===== src/rtl/regfile_pkg.sv =====
// Shared widths and grant encoding for the register-file write-back arbiter.
package regfile_pkg;

  localparam int XLEN   = 32;
  localparam int REG_AW = 5;
  localparam int NREG   = 32;

  typedef enum logic {
    GRANT_A = 1'b0,
    GRANT_B = 1'b1
  } grant_e;

endpackage


===== src/rtl/regfile_scoreboard.sv =====
// Per-register busy scoreboard: issue claims set a bit, committed writes clear it.
module regfile_scoreboard #(
  parameter int NREG = regfile_pkg::NREG
) (
  input  logic                          clk,
  input  logic                          resetn,
  input  logic                          claim_valid,
  input  logic [regfile_pkg::REG_AW-1:0] claim_rd,
  input  logic                          commit_valid,
  input  logic [regfile_pkg::REG_AW-1:0] commit_rd,
  input  logic [regfile_pkg::REG_AW-1:0] rs1,
  input  logic [regfile_pkg::REG_AW-1:0] rs2,
  output logic                          hazard1,
  output logic                          hazard2,
  output logic [NREG-1:0]               busy,
  output logic                          err_unclaimed
);
  import regfile_pkg::*;

  localparam int SPAN = 1 << REG_AW;

  logic [SPAN-1:0] busy_full;
  logic [SPAN-1:0] busy_next;

  // Widen to the full address space so any 5-bit index is in range.
  always_comb begin
    busy_full            = '0;
    busy_full[NREG-1:0]  = busy;
    busy_next            = busy_full;
    if (commit_valid)
      busy_next[commit_rd] = 1'b0;
    if (claim_valid && (claim_rd != '0))
      busy_next[claim_rd] = 1'b1;
    busy_next[0] = 1'b0;
  end

  assign hazard1 = busy_full[rs1];
  assign hazard2 = busy_full[rs2];

  always_ff @(posedge clk or negedge resetn) begin
    if (!resetn) begin
      busy          <= '0;
      err_unclaimed <= 1'b0;
    end else begin
      busy <= busy_next[NREG-1:0];
      if (commit_valid && !busy_full[commit_rd])
        err_unclaimed <= 1'b1;
    end
  end

endmodule


===== src/rtl/regfile_wb_arbiter.sv =====
// Round-robin arbiter merging ALU and load write-backs into one registered
// register-file write port, with a destination scoreboard for hazard detection.
module regfile_wb_arbiter #(
  parameter int XLEN = regfile_pkg::XLEN,
  parameter int NREG = regfile_pkg::NREG
) (
  input  logic                           clk,
  input  logic                           resetn,
  input  logic                           a_valid,
  output logic                           a_ready,
  input  logic [regfile_pkg::REG_AW-1:0] a_rd,
  input  logic [XLEN-1:0]                a_data,
  input  logic                           b_valid,
  output logic                           b_ready,
  input  logic [regfile_pkg::REG_AW-1:0] b_rd,
  input  logic [XLEN-1:0]                b_data,
  output logic                           we3,
  output logic [regfile_pkg::REG_AW-1:0] a3,
  output logic [XLEN-1:0]                wd3,
  input  logic                           claim_valid,
  input  logic [regfile_pkg::REG_AW-1:0] claim_rd,
  input  logic [regfile_pkg::REG_AW-1:0] rs1,
  input  logic [regfile_pkg::REG_AW-1:0] rs2,
  output logic                           hazard1,
  output logic                           hazard2,
  output logic [NREG-1:0]                busy,
  output logic                           err_unclaimed
);
  import regfile_pkg::*;

  grant_e            last_grant;
  logic              a_fire;
  logic              b_fire;
  logic              xfer;
  logic [REG_AW-1:0] sel_rd;
  logic [XLEN-1:0]   sel_data;

  // Each ready depends only on the other requester's valid, never its own.
  assign a_ready = !b_valid || (last_grant == GRANT_B);
  assign b_ready = !a_valid || (last_grant == GRANT_A);

  assign a_fire = a_valid && a_ready;
  assign b_fire = b_valid && b_ready;
  assign xfer   = a_fire || b_fire;

  always_comb begin
    sel_rd   = b_rd;
    sel_data = b_data;
    if (a_fire) begin
      sel_rd   = a_rd;
      sel_data = a_data;
    end
  end

  // Output stage: one-cycle registered write port; x0 writes are swallowed.
  always_ff @(posedge clk or negedge resetn) begin
    if (!resetn) begin
      we3        <= 1'b0;
      a3         <= '0;
      wd3        <= '0;
      last_grant <= GRANT_B;
    end else begin
      we3 <= xfer && (sel_rd != '0);
      if (xfer) begin
        last_grant <= a_fire ? GRANT_A : GRANT_B;
        a3         <= sel_rd;
        wd3        <= sel_data;
      end
    end
  end

  regfile_scoreboard #(
    .NREG (NREG)
  ) u_scoreboard (
    .clk           (clk),
    .resetn        (resetn),
    .claim_valid   (claim_valid),
    .claim_rd      (claim_rd),
    .commit_valid  (we3),
    .commit_rd     (a3),
    .rs1           (rs1),
    .rs2           (rs2),
    .hazard1       (hazard1),
    .hazard2       (hazard2),
    .busy          (busy),
    .err_unclaimed (err_unclaimed)
  );

endmodule


===== config.mk =====
export PLATFORM = sky130hd
export DESIGN_NAME = regfile_wb_arbiter
export DESIGN_NICKNAME = d
export VERILOG_FILES = /design/src/rtl/regfile_pkg.sv /design/src/rtl/regfile_scoreboard.sv /design/src/rtl/regfile_wb_arbiter.sv
export SDC_FILE = /design/constraint.sdc
export NUM_CORES = 1
export LEC_CHECK = 0
export ABC_AREA = 1
export BUFFER_PORTS_ARGS = -buffer_cell sky130_fd_sc_hd__buf_2
export CORE_MARGIN = 2
export CORE_UTILIZATION = 49
export CTS_CLUSTER_SIZE = 24
export DETAILED_ROUTE_END_ITERATION = 8
export PLACE_DENSITY = 0.8
export SETUP_SLACK_MARGIN = 0.15
export SLEW_MARGIN = 20
export SYNTH_ARGS = -nofsm -noshare
export SYNTH_HDL_FRONTEND = slang
export SYNTH_HIERARCHICAL = 1
export SYNTH_SLANG_ARGS = --single-unit

===== constraint.sdc =====
create_clock -name clk -period 1.8 [get_ports clk]
set_input_delay 0.36 -clock clk [delete_from_list [all_inputs] [get_ports clk]]
set_output_delay 0.36 -clock clk [all_outputs]
set_load 0.01 [all_outputs]

==> impl_metrics.env <==
export IMPL_filler_cell_count=762
export IMPL_area_of_combinational_cells_with_multiple_inputs_sq_um=2180
export IMPL_synth_fp_nets=715
export IMPL_max_cap_violation_count=0
export IMPL_setup_worst_path_class="reg2out"
export IMPL_synth_area_top_cells="dfrtp_1 (41%), nand2_1 (17%), o21ai_0 (9.3%)"
export IMPL_grt_overall_usage_pct=30.4
export IMPL_hold_depth=3
export IMPL_mean_syn_cell_area_sq_um=6.95
export IMPL_hold_viol_final=0
export IMPL_post_synth_inst_count=621
export IMPL_ctsHtreeMaxLevel=3
export IMPL_grt_antenna_before_repair=0
export IMPL_holdPathEnd="wd3[6]$_DFFE_PN0P_"
export IMPL_maxSlewViolCount=0
export IMPL_detail_route_iter0_violations=548
export IMPL_fmax_mhz=549
export IMPL_place_congestion=1.00
export IMPL_final_seq_area_sq_um=1800
export IMPL_min_period_ps=1820
export IMPL_detailroute_via_count=5196
export IMPL_hold_class="in2reg"
export IMPL_detail_route_vias_per_cell=5.67
export IMPL_placeableCoreArea_sq_um=8640
export IMPL_worst_setup_path_start_kind="flop"
export IMPL_fp_row_count=34
export IMPL_wl_um=14900
export IMPL_max_clock_path_buffers=2
export IMPL_netlist_top_cell_by_area="dfrtp_1"
export IMPL_worst_r2r_startpoint="a3[0]$_DFFE_PN0P_"
export IMPL_ys_seq_area_share_pct=41.2
export IMPL_timing_reg2reg_worst_path_depth=4
export IMPL_violations="negative setup slack"
export IMPL_cp_end_kind="output port"
export IMPL_source_of_the_worst_hold_timing_path="a_data[6]"
export IMPL_status="complete, but fails checks"
export IMPL_worst_setup_hold_path_clk_slew_ps=90
export IMPL_cts_tree="yes"
export IMPL_die_x_um=97.8
export IMPL_worst_ep_required_time_ps=1440
export IMPL_ir_worst_vdd_mv=0.660
export IMPL_final_area_sq_um=5660
export IMPL_final_cell_mix="nand2_1 (189), buf_2 (167), o21ai_0 (80), nand3_1 (64), dfrtp_1 (49)"
export IMPL_floorplan_initialDensity_pct=50.0
export IMPL_dp_cells=880
export IMPL_worstPathMaxFanout=5
export IMPL_total_leakage_power_nw=2.89
export IMPL_nNetsFinal=898
export IMPL_synth_cell_types=23
export IMPL_cts_made_buffers=9
export IMPL_timing_reg2reg_setup_slack_ps=190
export IMPL_crit_reg2reg_capture="u_scoreboard/busy[6]$_DFF_PN0_"
export IMPL_detail_route_wl_per_cell_um=16.2
export IMPL_grt_overflow=0
export IMPL_cts_sinks=71
export IMPL_worst_clock_skew_ps=13.8
export IMPL_buffer_ports_inserted=167
export IMPL_route_antenna_remaining_nets=0
export IMPL_antennaDiodeCount=0
export IMPL_unrepaired_setup_endpoints_after_global_routing="true"
export IMPL_ioPinCount=169
export IMPL_clock_insertion_delay_worst_skew_ps=350
export IMPL_leading_cell_type_in_the_layout_fill_and_taps_excluded="nand2_1"
export IMPL_place_area_sq_um=5190
export IMPL_final_period_util_pct=101
export IMPL_syn_area_sq_um=4310
export IMPL_die_height_um=97.8
export IMPL_cts_root_buf="clkbuf_8"
export IMPL_critPathArrivalTime_ps=1460
export IMPL_floorplan_die_area_sq_um=9570
export IMPL_final_cells=917
export IMPL_drcViolationCount=0
export IMPL_power_density_nw_per_um2=1300
export IMPL_number_of_warning_messages_in_the_yosys_log=6
export IMPL_first_pass_detailed_route_iteration_total=6
export IMPL_area_delta_synth_final_pct=31.1
export IMPL_grt_max_degree=47
export IMPL_synth_top_area_share_pct=40.6
export IMPL_synth_seq_cells=71
export IMPL_grt_pass1_wl_um=23900
export IMPL_detailed_place_hpwl_um=10600
export IMPL_final_critical_path_setup_slack_ps=-20.2
export IMPL_drive_gt1_share_pct=33.9
export IMPL_finalSetupViolations=2
export IMPL_grt_pass1_vias=4990
-- through the flow --
stage | hold slack [ps] | setup WS [ps] | util, % | total power, mW | TNS (ps)
CTS | 235 | -31.1 | 64.3 | 7.06 | -31.1
global route | 242 | -107 | 65.5 | 7.73 | -213
detailed placement | 178 | 103 | 60.1 | 5.40 | 0
global placement | 180 | 163 | 60.1 | 5.32 | 0
floorplan | 64.4 | 296 | - | 4.12 | 0
finish | 237 | -20.2 | 65.5 | 7.33 | -31.0
-- layout make-up --
| class | count | share of cell area [%] |
|---|---|---|
| Multi-Input combinational cell | 467 | 38.5 |
| Clock buffer | 11 | 2.50 |
| Inverter | 55 | 3.69 |
| Sequential cell | 71 | 31.9 |
| Clock inverter | 5 | 1.13 |
| Tap cell | 108 | 2.39 |
| Timing Repair Buffer | 200 | 19.9 |
-- worst max path at each step --
| stage | from | slack (ps) | to | cells past startpoint |
|---|---|---|---|---|
| 2_1_floorplan | rs1[0] | 300 | hazard1 | 11 |
| 3_3_place_gp | rs2[1] | 160 | hazard2 | 10 |
| 3_5_place_dp | rs2[1] | 100 | hazard2 | 10 |
| 4_1_cts | u_scoreboard/busy[31]$_DFF_PN0_ | -30 | hazard2 | 9 |
| 5_1_grt | u_scoreboard/busy[24]$_DFF_PN0_ | -110 | hazard2 | 9 |
| 6_report | u_scoreboard/busy[20]$_DFF_PN0_ | -20 | hazard2 | 9 |
-- cells in the mapped netlist --
cell,count
buf_2,9
dfrtp_1,70
o21ai_0,80
buf_6,7
nand3_1,68
nand2_4,4
o31ai_1,3
nor2_1,38
buf_4,11
inv_4,1
a21oi_1,32
nand2_2,3
inv_2,6
buf_8,1
inv_1,48
o21ai_1,18
nand2_1,198
nand3_2,3
o21ai_2,3
dfstp_2,1
conb_1,1
nor3_1,15
nand3b_1,1
-- per-layer routing --
layer | up-vias | GRT usage, % | wire length, um
li1 | 2387 | - | -
met1 | 2422 | 39.4 | 5750
met2 | 339 | 49.4 | 7160
met3 | 48 | 6.51 | 1510
met4 | 0 | 12.9 | 459
met5 | - | 0 | 0
-- registers in the layout (all words and copies together), names as in the netlist --
register                    cells
we3                             1
wd3                            32
u_scoreboard/err_unclaimed      1
u_scoreboard/busy              31
a3                              5
last_grant                      1
-- where the power goes --
group	internal [mW]	switching [mW]	total [mW]
combinational	1.33	1.84	3.17
sequential	2.14	0.697	2.83
clock	0.691	0.640	1.33
-- worst max-delay path: stages (launching register included) --
cell	delay [ps]
dfrtp_2	460
nand2_1	100
nand3_1	60
nand3_1	100
nand2_1	60
nand2_1	60
nand2_1	50
nand2_1	50
nand2_1	50
buf_2	130
-- kinds of logic after synthesis --
kind of cell	Yosys count	synth area share, %
buffers and inverters	83	9.98
AND/OR/NAND/NOR	330	32.5
AO/OA/AOI/OAI	136	16.2
flip-flops	71	41.2
other	1	0.0869
-- repair_timing --
| action | CTS | global route |
|---|---|---|
| gates resized for setup | 23 | 18 |
| buffers inserted | 15 | 5 |
| hold buffers | 1 | 0 |
| hold endpoints to repair | 1 | 0 |
| setup endpoints to repair | 2 | 32 |
| pin swaps | 11 | 4 |
(Power assumes the default switching activity.)
